`config.mk`:
```
export PLATFORM = sky130hd
export DESIGN_NAME = a5_1_keystream_ctrl_flat
export DESIGN_NICKNAME = d
export VERILOG_FILES = /design/src/rtl/a5_1_pkg.sv /design/src/rtl/a5_1_keystream_ctrl_if.sv /design/src/rtl/a5_1_lfsr_bank.sv /design/src/rtl/a5_1_keystream_ctrl.sv /design/src/flat_wrapper.sv
export SDC_FILE = /design/constraint.sdc
export NUM_CORES = 1
export LEC_CHECK = 0
export BUFFER_PORTS_ARGS = -buffer_cell sky130_fd_sc_hd__buf_2
export CORE_UTILIZATION = 50
export DETAILED_ROUTE_END_ITERATION = 16
export PLACE_DENSITY = 0.76
export SETUP_SLACK_MARGIN = 0.2
export SYNTH_ARGS = -nofsm -noshare
export SYNTH_HDL_FRONTEND = slang
export SYNTH_SLANG_ARGS = --single-unit
```
`constraint.sdc`:
```
create_clock -name clk -period 4.5 [get_ports clk]
set_input_delay 0.45 -clock clk [delete_from_list [all_inputs] [get_ports clk]]
set_output_delay 0.45 -clock clk [all_outputs]
set_load 0.02 [all_outputs]
```
`src/rtl/a5_1_pkg.sv`:
```
`default_nettype none
// ============================================================================
//  Module      : a5_1_pkg
//  Description : Shared constants for the A5/1 keystream sequencer: register
//                lengths, feedback tap masks, clocking-bit positions and the
//                controller state encoding.
//  Revision    : 1.0 - initial release
// ============================================================================
package a5_1_pkg;

    localparam int R1_LEN = 19;
    localparam int R2_LEN = 22;
    localparam int R3_LEN = 23;

    // Feedback taps: R1 {13,16,17,18}, R2 {20,21}, R3 {7,20,21,22}
    localparam logic [R1_LEN-1:0] R1_TAPS = 19'h7_2000;
    localparam logic [R2_LEN-1:0] R2_TAPS = 22'h30_0000;
    localparam logic [R3_LEN-1:0] R3_TAPS = 23'h70_0080;

    localparam int R1_CLK = 8;
    localparam int R2_CLK = 10;
    localparam int R3_CLK = 10;

    typedef logic [2:0] state_t;
    localparam state_t ST_IDLE       = 3'd0;
    localparam state_t ST_LOAD_KEY   = 3'd1;
    localparam state_t ST_LOAD_FRAME = 3'd2;
    localparam state_t ST_MIX        = 3'd3;
    localparam state_t ST_GEN        = 3'd4;

    function automatic int max3(input int a, input int b, input int c);
        int m;
        m = (a > b) ? a : b;
        return (m > c) ? m : c;
    endfunction

endpackage
`default_nettype wire

```
`src/rtl/a5_1_keystream_ctrl_if.sv`:
```
`default_nettype none
// ============================================================================
//  Module      : a5_1_keystream_ctrl_if
//  Description : Request / keystream handshake bundle between the frame
//                scheduler (master) and the keystream controller (slave).
//                start,key,frame : request side
//                busy,done       : status
//                ks_valid/ks_ready/ks_bit/ks_last : keystream stream
//  Revision    : 1.0 - initial release
// ============================================================================
interface a5_1_keystream_ctrl_if #(
    parameter int KEY_LEN   = 64,
    parameter int FRAME_LEN = 22
);
    logic                 start;
    logic [KEY_LEN-1:0]   key;
    logic [FRAME_LEN-1:0] frame;
    logic                 busy;
    logic                 ks_valid;
    logic                 ks_ready;
    logic                 ks_bit;
    logic                 ks_last;
    logic                 done;

    modport master (
        output start, key, frame, ks_ready,
        input  busy, ks_valid, ks_bit, ks_last, done
    );

    modport slave (
        input  start, key, frame, ks_ready,
        output busy, ks_valid, ks_bit, ks_last, done
    );
endinterface
`default_nettype wire

```
`src/rtl/a5_1_lfsr_bank.sv`:
```
`default_nettype none
// ============================================================================
//  Module      : a5_1_lfsr_bank
//  Description : The three A5/1 shift registers.
//                clr      : zero all registers
//                step_all : step every register, in_bit XORed into bit 0
//                step_maj : majority-clocked step
//                ks_bit   : R1[18]^R2[21]^R3[22] of the current state
//  Revision    : 1.0 - initial release
// ============================================================================
module a5_1_lfsr_bank
    import a5_1_pkg::*;
(
    input  wire logic clk,
    input  wire logic rst,
    input  wire logic clr,
    input  wire logic step_all,
    input  wire logic step_maj,
    input  wire logic in_bit,
    output logic      ks_bit
);

    logic [R1_LEN-1:0] r_r1;
    logic [R2_LEN-1:0] r_r2;
    logic [R3_LEN-1:0] r_r3;

    logic w_fb1, w_fb2, w_fb3;
    logic w_maj;
    logic w_en1, w_en2, w_en3;
    logic w_inj;

    always_comb begin
        w_fb1 = ^(r_r1 & R1_TAPS);
        w_fb2 = ^(r_r2 & R2_TAPS);
        w_fb3 = ^(r_r3 & R3_TAPS);
        w_maj = (r_r1[R1_CLK] & r_r2[R2_CLK]) |
                (r_r1[R1_CLK] & r_r3[R3_CLK]) |
                (r_r2[R2_CLK] & r_r3[R3_CLK]);
        // A register moves only when its clocking bit agrees with the majority
        w_en1 = step_all | (step_maj & (r_r1[R1_CLK] == w_maj));
        w_en2 = step_all | (step_maj & (r_r2[R2_CLK] == w_maj));
        w_en3 = step_all | (step_maj & (r_r3[R3_CLK] == w_maj));
        w_inj = step_all & in_bit;
    end

    always_ff @(posedge clk) begin
        if (rst || clr) begin
            r_r1 <= '0;
            r_r2 <= '0;
            r_r3 <= '0;
        end else begin
            if (w_en1) r_r1 <= {r_r1[R1_LEN-2:0], w_fb1 ^ w_inj};
            if (w_en2) r_r2 <= {r_r2[R2_LEN-2:0], w_fb2 ^ w_inj};
            if (w_en3) r_r3 <= {r_r3[R3_LEN-2:0], w_fb3 ^ w_inj};
        end
    end

    assign ks_bit = r_r1[R1_LEN-1] ^ r_r2[R2_LEN-1] ^ r_r3[R3_LEN-1];

endmodule
`default_nettype wire

```
`src/rtl/a5_1_keystream_ctrl.sv`:
```
`default_nettype none
// ============================================================================
//  Module      : a5_1_keystream_ctrl
//  Description : Sequencer for the A5/1 datapath. On start it latches key and
//                frame, clears the registers, loads key then frame bits, runs
//                WARMUP+1 majority steps and streams KS_LEN keystream bits
//                over a valid/ready handshake, pulsing done after the last.
//                clk, rst : clock, synchronous active-high reset
//                bus      : slave side of a5_1_keystream_ctrl_if
//  Revision    : 1.0 - initial release
// ============================================================================
module a5_1_keystream_ctrl
    import a5_1_pkg::*;
#(
    parameter int KEY_LEN   = 64,
    parameter int FRAME_LEN = 22,
    parameter int WARMUP    = 100,
    parameter int KS_LEN    = 228
) (
    input  wire logic              clk,
    input  wire logic              rst,
    a5_1_keystream_ctrl_if.slave   bus
);

    localparam int CNT_W = $clog2(max3(KEY_LEN, WARMUP + 1, KS_LEN));

    state_t               r_state;
    logic [CNT_W-1:0]     r_cnt;
    logic [KEY_LEN-1:0]   r_key_sh;
    logic [FRAME_LEN-1:0] r_frame_sh;
    logic                 r_busy;
    logic                 r_ks_valid;
    logic                 r_done;

    logic w_clr, w_step_all, w_step_maj, w_in_bit, w_last;

    always_comb begin
        w_clr      = (r_state == ST_IDLE) & bus.start;
        w_step_all = (r_state == ST_LOAD_KEY) | (r_state == ST_LOAD_FRAME);
        w_step_maj = (r_state == ST_MIX) | ((r_state == ST_GEN) & bus.ks_ready);
        // Shadows shift right each load step, so bit 0 is always bit cnt
        w_in_bit   = 1'b0;
        if (r_state == ST_LOAD_KEY)   w_in_bit = r_key_sh[0];
        if (r_state == ST_LOAD_FRAME) w_in_bit = r_frame_sh[0];
        w_last     = (r_state == ST_GEN) & (r_cnt == CNT_W'(KS_LEN - 1));
    end

    always_ff @(posedge clk) begin
        if (rst) begin
            r_state    <= ST_IDLE;
            r_cnt      <= '0;
            r_key_sh   <= '0;
            r_frame_sh <= '0;
            r_busy     <= 1'b0;
            r_ks_valid <= 1'b0;
            r_done     <= 1'b0;
        end else begin
            r_done <= 1'b0;
            case (r_state)
                ST_IDLE: begin
                    if (bus.start) begin
                        r_key_sh   <= bus.key;
                        r_frame_sh <= bus.frame;
                        r_cnt      <= '0;
                        r_busy     <= 1'b1;
                        r_state    <= ST_LOAD_KEY;
                    end
                end
                ST_LOAD_KEY: begin
                    r_key_sh <= r_key_sh >> 1;
                    if (r_cnt == CNT_W'(KEY_LEN - 1)) begin
                        r_cnt   <= '0;
                        r_state <= ST_LOAD_FRAME;
                    end else begin
                        r_cnt <= r_cnt + CNT_W'(1);
                    end
                end
                ST_LOAD_FRAME: begin
                    r_frame_sh <= r_frame_sh >> 1;
                    if (r_cnt == CNT_W'(FRAME_LEN - 1)) begin
                        r_cnt   <= '0;
                        r_state <= ST_MIX;
                    end else begin
                        r_cnt <= r_cnt + CNT_W'(1);
                    end
                end
                ST_MIX: begin
                    // WARMUP+1 steps: the first streamed bit is standard output bit 0
                    if (r_cnt == CNT_W'(WARMUP)) begin
                        r_cnt      <= '0;
                        r_ks_valid <= 1'b1;
                        r_state    <= ST_GEN;
                    end else begin
                        r_cnt <= r_cnt + CNT_W'(1);
                    end
                end
                ST_GEN: begin
                    if (bus.ks_ready) begin
                        if (w_last) begin
                            r_cnt      <= '0;
                            r_ks_valid <= 1'b0;
                            r_busy     <= 1'b0;
                            r_done     <= 1'b1;
                            r_state    <= ST_IDLE;
                        end else begin
                            r_cnt <= r_cnt + CNT_W'(1);
                        end
                    end
                end
                default: begin
                    r_cnt      <= '0;
                    r_ks_valid <= 1'b0;
                    r_busy     <= 1'b0;
                    r_state    <= ST_IDLE;
                end
            endcase
        end
    end

    a5_1_lfsr_bank u_bank (
        .clk      (clk),
        .rst      (rst),
        .clr      (w_clr),
        .step_all (w_step_all),
        .step_maj (w_step_maj),
        .in_bit   (w_in_bit),
        .ks_bit   (bus.ks_bit)
    );

    assign bus.busy     = r_busy;
    assign bus.ks_valid = r_ks_valid;
    assign bus.ks_last  = w_last;
    assign bus.done     = r_done;

endmodule
`default_nettype wire
```
`src/flat_wrapper.sv`:
```
// flat-port wrapper written by rule: the top's interface ports become plain ports
module a5_1_keystream_ctrl_flat import a5_1_pkg::*;
#(
    parameter int KEY_LEN   = 64,
    parameter int FRAME_LEN = 22,
    parameter int WARMUP    = 100,
    parameter int KS_LEN    = 228
)
  (clk, rst, bus_start, bus_key, bus_frame, bus_ks_ready, bus_busy, bus_ks_valid, bus_ks_bit, bus_ks_last, bus_done);
  a5_1_keystream_ctrl_if #(.KEY_LEN(KEY_LEN), .FRAME_LEN(FRAME_LEN)) bus_i ();
  input  wire logic clk;
  input  wire logic rst;
  input wire logic [$bits(bus_i.start)-1:0] bus_start;
  input wire logic [$bits(bus_i.key)-1:0] bus_key;
  input wire logic [$bits(bus_i.frame)-1:0] bus_frame;
  input wire logic [$bits(bus_i.ks_ready)-1:0] bus_ks_ready;
  output wire logic [$bits(bus_i.busy)-1:0] bus_busy;
  output wire logic [$bits(bus_i.ks_valid)-1:0] bus_ks_valid;
  output wire logic [$bits(bus_i.ks_bit)-1:0] bus_ks_bit;
  output wire logic [$bits(bus_i.ks_last)-1:0] bus_ks_last;
  output wire logic [$bits(bus_i.done)-1:0] bus_done;
  assign bus_i.start = bus_start;
  assign bus_i.key = bus_key;
  assign bus_i.frame = bus_frame;
  assign bus_i.ks_ready = bus_ks_ready;
  assign bus_busy = bus_i.busy;
  assign bus_ks_valid = bus_i.ks_valid;
  assign bus_ks_bit = bus_i.ks_bit;
  assign bus_ks_last = bus_i.ks_last;
  assign bus_done = bus_i.done;
  a5_1_keystream_ctrl #(.KEY_LEN(KEY_LEN), .FRAME_LEN(FRAME_LEN), .WARMUP(WARMUP), .KS_LEN(KS_LEN)) u_core (.clk(clk), .rst(rst), .bus(bus_i));
endmodule
```
==> results.py, run 1 <==
metrics = {
    "outcome": {
        "status": "complete, no violations",
    },
    "sta": {
        "timing.final.crit_share": 0.5539,
        "rsz0062_at_grt": "false",
        "drv_slew": 0,
        "worst_pin_slew_ns": 1.201,
        "hold_viol": 0,
        "finalSetupViolations": 0,
        "timing.fmax_ghz": 0.4012,
        "holdWs_ns": 0.2819,
        "timing.final.crit_period_ns": 2.493,
        "tns_ns": 0,
        "slew_headroom": 0.1992,
        "worst_clock_skew_ns": 0.006626,
    },
    "logic_synthesis": {
        "synth_commonest_cells": "164 x dfxtp_1, 111 x nor2_1, 107 x nand2_1",
        "syn_area_um2": 6684,
        "synth.yosys.seq_area_share": 0.4912,
        "synthArstFlopShare": 0,
        "synth_top_cell_by_area": "dfxtp_1",
        "ys_warn_count": 0,
        "ys_types": 48,
        "synth_ff_type": "dfxtp_1",
        "yosys.cell_count.top_type": "dfxtp_1",
        "synthTopCellsByArea": "dfxtp_1 49%, mux2i_1 9.7%, nor2_1 6.2%",
        "ys_seq_elements": 164,
        "syn-instance-count": 744,
        "synth_top_cell_area_share": 0.4912,
        "synth.avg_cell_area_um2": 8.984,
        "synth_edf_count": 0,
        "syn_nets": 837,
    },
    "global_routing": {
        "grt_pass1_wl_um": 23750,
        "grt_overflow": 0,
        "antenna_found_initial": 0,
        "grt_max_degree": 84,
        "grt_usage": 0.2110,
        "grt_pass1_vias": 5134,
    },
    "drt": {
        "drt_iter0_drc": 394,
        "drc_errors": 0,
        "ant_nets": 0,
        "wl_per_cell_um": 14.28,
        "dr.pass1.iters": 5,
        "top_layer": "met4",
        "met1_length_um": 6313,
        "dr_wl_met2_um": 6972,
        "met3_length_um": 582,
        "vias": 5411,
        "via_per_inst": 5.460,
        "drt-total-wl_um": 14150,
    },
    "die": {
        "num_io_pins": 95,
        "die_area_um2": 13830,
        "die_h_um": 117.6,
        "rows": 41,
        "initial_core_util": 0.5212,
        "coreArea_um2": 12820,
        "die_x_um": 117.6,
    },
    "power_and_ir_drop": {
        "power.density_nw_per_um2": 608.5,
        "irDropWorstVdd_v": 0.0005064,
        "leakage_nw": 2.984,
    },
    "setup_path": {
        "crit_fanout": 20,
        "critPathLaunchType": "flip-flop",
        "critical_path_arrival_ns": 2.76,
        "required_ns": 4.77,
        "crit_type": "flip-flop to flip-flop",
        "r2r_slack_ns": 2.01,
        "end_kind": "flip-flop",
        "r2r_cells": 6,
    },
    "clocking": {
        "cts-hold-fix-buffers": 0,
        "cts_buffers": 17,
        "cts_setup_buffers": 0,
        "h-tree-depth": 4,
        "cts_tree": "built",
        "cts.sinks": 164,
        "path_clk_slew_ns": 0.06,
        "cts_resized": 0,
        "cts_buffer_depth": 2,
        "clock_insertion_delay_worst_skew_ns": 0.42,
        "clock-root-buffer": "clkbuf_16",
    },
    "min_path": {
        "hp-class": "primary input to flip-flop",
        "hold_depth": 3,
    },
    "flow_run": {
        "maxCapViolCount": 0,
    },
    "placement": {
        "post-dp-hpwl_um": 9188,
        "io_buffer_count": 94,
        "gp_congestion": 0.8566,
    },
    "final_layout": {
        "area_delta_synth_final_pct": 15.31,
        "drive_above_1_share": 0.1770,
        "n_antenna_cell": 0,
        "fillers": 1129,
        "fin_nets": 901,
    },
}
==> power breakdown <==
group	leakage, nW	internal (mW)	switching [mW]
Clock	0.261	0.763	0.554
Sequential	1.34	1.68	0.135
Combinational	1.39	0.584	0.969
==> per-layer routing <==
metal  global-route usage  vias to the layer above
li1                     -                     2726
met1               0.2591                     2548
met2               0.3478                      115
met3              0.05523                       22
met4              0.09135                        0
met5                    0                        -
==> metrics by stage <==
step / cells / cell area [um2] / setup WS, ns / total power [mW] / utilization
final: 991 / 7707 / 2.007 / 4.690 / 0.6010
after global routing: 991 / 7707 / 1.732 / 4.975 / 0.6010
after CTS: 991 / 7707 / 2.016 / 4.719 / 0.6010
after detailed placement: 961 / 7177 / 2.038 / 3.393 / 0.5596
after global placement: 961 / 7177 / 2.120 / 3.324 / 0.5596
after floorplan: 744 / 6684 / 2.803 / 3.154 / -
==> layout make-up <==
cell class,instances,area [um2],share of cell area
flip-flops and latches,164,3283,0.4260
multi-input cells,516,3122,0.4050
repair buffers,102,530.5,0.06883
clock buffers,20,446.7,0.05795
well taps,172,215.2,0.02792
clock inverters,10,83.83,0.01088
inverters,7,26.28,0.003409
==> sequential cells by signal, summed over array words and instances (netlist names) <==
signal and cells:
u_core.r_key_sh 64, u_core.bus.done 1, u_core.r_cnt 8, u_core.r_state 3, u_core.u_bank.r_r2 22, u_core.bus.ks_valid 1
u_core.u_bank.r_r1 19, u_core.bus.busy 1, u_core.r_frame_sh 22, u_core.u_bank.r_r3 23
==> cells in the final DEF (no fill, tap or decap), types with 3 or more instances in the layout <==
master / n
buf_2: 94
inv_1: 7
o21ai_0: 3
clkinv_2: 6
o22ai_1: 12
nor2_1: 109
nor3_1: 13
mux2i_1: 65
nand2b_1: 5
a311oi_1: 21
o21ai_2: 3
buf_4: 8
or3b_1: 3
xnor2_1: 18
nand2_1: 107
a22oi_1: 53
dfxtp_1: 164
nand3_1: 6
clkbuf_16: 17
ha_1: 3
a21oi_1: 63
==> logic make-up (layout without fill, tap and decap cells) <==
family / count (synthesis) / count (layout) / share of synthesized area
buffers and inverters: 64 / 139 / 0.04530
adders and majority gates: 3 / 3 / 0.005616
DFF: 164 / 164 / 0.4912
muxes: 65 / 65 / 0.09734
and+or+nand+nor: 261 / 261 / 0.1655
xor gates and xnor gates: 20 / 20 / 0.02621
AOI/OAI and AO/OA: 167 / 167 / 0.1689
==> worst paths after layout <==
check                           start               endpoint
setup / recovery    u_core.r_state[2]    u_core.r_key_sh[54]
hold / removal          bus_frame[21]  u_core.r_frame_sh[21]
setup reg to reg    u_core.r_state[2]    u_core.r_key_sh[54]
hold reg to reg   u_core.r_key_sh[46]    u_core.r_key_sh[46]
==> worst max-delay path, stage by stage, from the launching register on <==
cell and delay (ns):
dfxtp_1 0.60, nand2b_1 0.28, or2_1 0.57, buf_4 0.35, nand2_1 0.26, nor2_1 0.20
nor3_1 0.06
No activity file was read; power rests on OpenSTA's default activity.
==> run 2: changes to the inputs <==
==> constraint.sdc (replaced) <==
create_clock -name clk -period 2.4 [get_ports clk]
set_input_delay 0.24 -clock clk [delete_from_list [all_inputs] [get_ports clk]]
set_output_delay 0.24 -clock clk [all_outputs]
set_load 0.02 [all_outputs]
==> run 2 against run 1 <==
  * Clock-buffer cell count down 1
  * Global-route usage down 0.29 points
  * Combinational power up 95%
  * Hold slack worse by 0.20 ns
  * First-iteration DRC count down 21%
  * Clock power up 110%
  * Core utilization up 1.2 points
  * Non-clock buffer count up 4
  * Die area unchanged
  * Final area up 1.9%
  * Highest routed layer unchanged
==> results.py, run 2 (synthesis gave the netlist of run 1 again) <==
metrics = {
    "outcome": {
        "status": "complete, no violations",
    },
    "min_path": {
        "hold_path_startpoint": "bus_key[63]",
        "hp-class": "primary input to flip-flop",
    },
    "global_routing": {
        "top_usage_layer": "met2",
        "grt_usage": 0.2082,
        "grt_overflow": 0,
        "grt_max_degree": 77,
        "use_met1": 0.2515,
        "grtUsageMet3": 0.04942,
        "grt_pass1_wl_um": 23540,
        "antenna_found_initial": 1,
        "grt_util_met2": 0.3551,
        "grt_pass1_vias": 5152,
    },
    "drt": {
        "ant_nets": 0,
        "drc_errors": 0,
        "wl_per_cell_um": 14.14,
        "via_per_inst": 5.435,
        "dr.pass1.iters": 5,
        "drt_iter0_drc": 311,
        "drt-total-wl_um": 14130,
        "vias": 5430,
    },
    "final_layout": {
        "fillers": 1083,
        "drive_above_1_share": 0.1864,
        "largest_reg_flops": 64,
        "area_delta_synth_final_pct": 17.52,
        "largest_registers": "u_core.r_key_sh (64), u_core.u_bank.r_r3 (23)",
        "fin_nets": 906,
        "stdcell_count": 999,
        "top_register": "u_core.r_key_sh",
        "mostFrequentLayoutCells": "164 x dfxtp_1, 109 x nor2_1, 107 x nand2_1",
        "mostFrequentLayoutCell": "dfxtp_1",
        "fin_util": 0.6125,
        "final_area_um2": 7855,
    },
    "sta": {
        "rsz0062_at_grt": "false",
        "timing.final.crit_share": 0.8398,
        "tns_ns": 0,
        "worst_clock_skew_ns": 0.007614,
        "worst_slack_ns": 0.3844,
        "timing.fmax_ghz": 0.4961,
        "holdWs_ns": 0.07981,
        "hold_viol": 0,
        "timing.final.crit_period_ns": 2.016,
        "finalSetupViolations": 0,
        "worst_pin_slew_ns": 0.7099,
        "drv_slew": 0,
        "slew_headroom": 0.5256,
    },
    "clocking": {
        "cts_setup_buffers": 0,
        "cts_buffers": 17,
        "clock_insertion_delay_worst_skew_ns": 0.42,
        "h-tree-depth": 4,
        "path_clk_slew_ns": 0.06,
        "clock-root-buffer": "clkbuf_16",
        "cts_buffer_depth": 2,
        "cts_tree": "built",
        "cts-hold-fix-buffers": 0,
        "cts.sinks": 164,
    },
    "die": {
        "initial_core_util": 0.5212,
        "rows": 41,
        "die_h_um": 117.6,
        "coreArea_um2": 12820,
        "die_x_um": 117.6,
        "die_area_um2": 13830,
        "num_io_pins": 95,
    },
    "setup_path": {
        "required_ns": 2.16,
        "r2r_slack_ns": 0.39,
        "crit_fanout": 15,
        "crit_family": "flip-flops",
        "critPathLaunchType": "flip-flop",
        "r2r-start": "u_core.r_state[2]",
        "crit_buf_inv": 1,
        "cpMaxStageDelayCell": "dfxtp_1",
        "timing.critical_path.depth": 3,
        "r2r-end": "u_core.r_cnt[0]",
        "end_kind": "output pin",
        "crit_type": "flip-flop to output pin",
        "cp-startpoint": "u_core.r_state[2]",
        "crit_end": "bus_ks_last",
        "critPathMaxStageDelay_ns": 0.59,
        "r2r_cells": 5,
        "critical_path_arrival_ns": 1.78,
        "path_cells": "or3b_1 -> nor2_1 -> buf_2",
    },
    "flow_run": {
        "maxCapViolCount": 0,
    },
    "power_and_ir_drop": {
        "p_sw_frac": 0.3491,
        "irDropWorstVdd_v": 0.0007060,
        "p_total_mw": 9.178,
        "p_int_mw": 5.974,
        "power.density_nw_per_um2": 1168,
        "clock_power_share": 0.298,
        "seq_power_share": 0.372,
        "combPwrFrac": 0.330,
        "leakage_nw": 3.049,
        "switchingPower_mw": 3.204,
    },
    "placement": {
        "post-dp-hpwl_um": 9134,
        "place_worst_setup_slack_ns": 0.2173,
        "gp_congestion": 0.8373,
        "placed_cells": 965,
        "io_buffer_count": 94,
        "place_area_um2": 7232,
    },
}
==> run 2: changes by cell type in the layout (fill, tap and decap cells not counted) <==
cell and delta:
a31oi_1 -1, a31oi_2 +1, buf_12 +2, buf_4 +1, buf_6 +1, bufinv_16 +2, clkbuf_1 -1, clkinv_2 -1
clkinv_4 +1, diode_2 +1, inv_6 +1, nor2_4 +1
==> run 2: worst min-delay path: stages <==
cell and delay, ns:
buf_2 0.08, a22oi_1 0.07, nor2_1 0.08
==> run 2: what timing repair did <==
action / CTS / global route
gates resized for setup: 0 / 3
pin swaps: 1 / 0
gates cloned: 1 / 0
setup endpoints to repair: 2 / 28
==> run 2: layout make-up <==
cell class | count | area [um2] | share of cell area
Timing Repair Buffer | 106 | 589.3 | 0.07502
Sequential cell | 164 | 3283 | 0.4180
Clock buffer | 19 | 442.9 | 0.05639
Inverter | 7 | 26.28 | 0.003345
Tap cell | 172 | 215.2 | 0.02740
Antenna cell | 1 | 2.502 | 0.0003186
Clock inverter | 13 | 156.4 | 0.01991
Multi-Input combinational cell | 517 | 3139 | 0.3996
==> run 2: metal layers <==
| layer | up-vias | share of wire |
|---|---|---|
| met4 | 0 | 0.019 |
| met5 | - | 0 |
| li1 | 2735 | - |
| met3 | 24 | 0.041 |
| met1 | 2536 | 0.44 |
| met2 | 135 | 0.50 |
==> run 2: worst min path at each step <==
| stage | endpoint | slack (ns) | cells after the start |
|---|---|---|---|
| floorplan | u_core.r_frame_sh[21] | 0.38 | 2 |
| global placement | u_core.r_key_sh[48] | 0.44 | 2 |
| detailed placement | u_core.r_key_sh[20] | 0.45 | 2 |
| CTS | u_core.r_key_sh[63] | 0.07 | 3 |
| global route | u_core.r_frame_sh[11] | 0.07 | 3 |
| finish | u_core.r_key_sh[63] | 0.08 | 3 |
==> run 2: power groups by stage <==
stage / Combinational, mW / Sequential (mW) / Clock (mW)
final: 3.03 / 3.41 / 2.73
after global routing: 3.34 / 3.46 / 2.91
after CTS: 3.01 / 3.41 / 2.78
after detailed placement: 2.95 / 3.46 / 0
after global placement: 2.86 / 3.44 / 0
after floorplan: 2.54 / 3.37 / 0
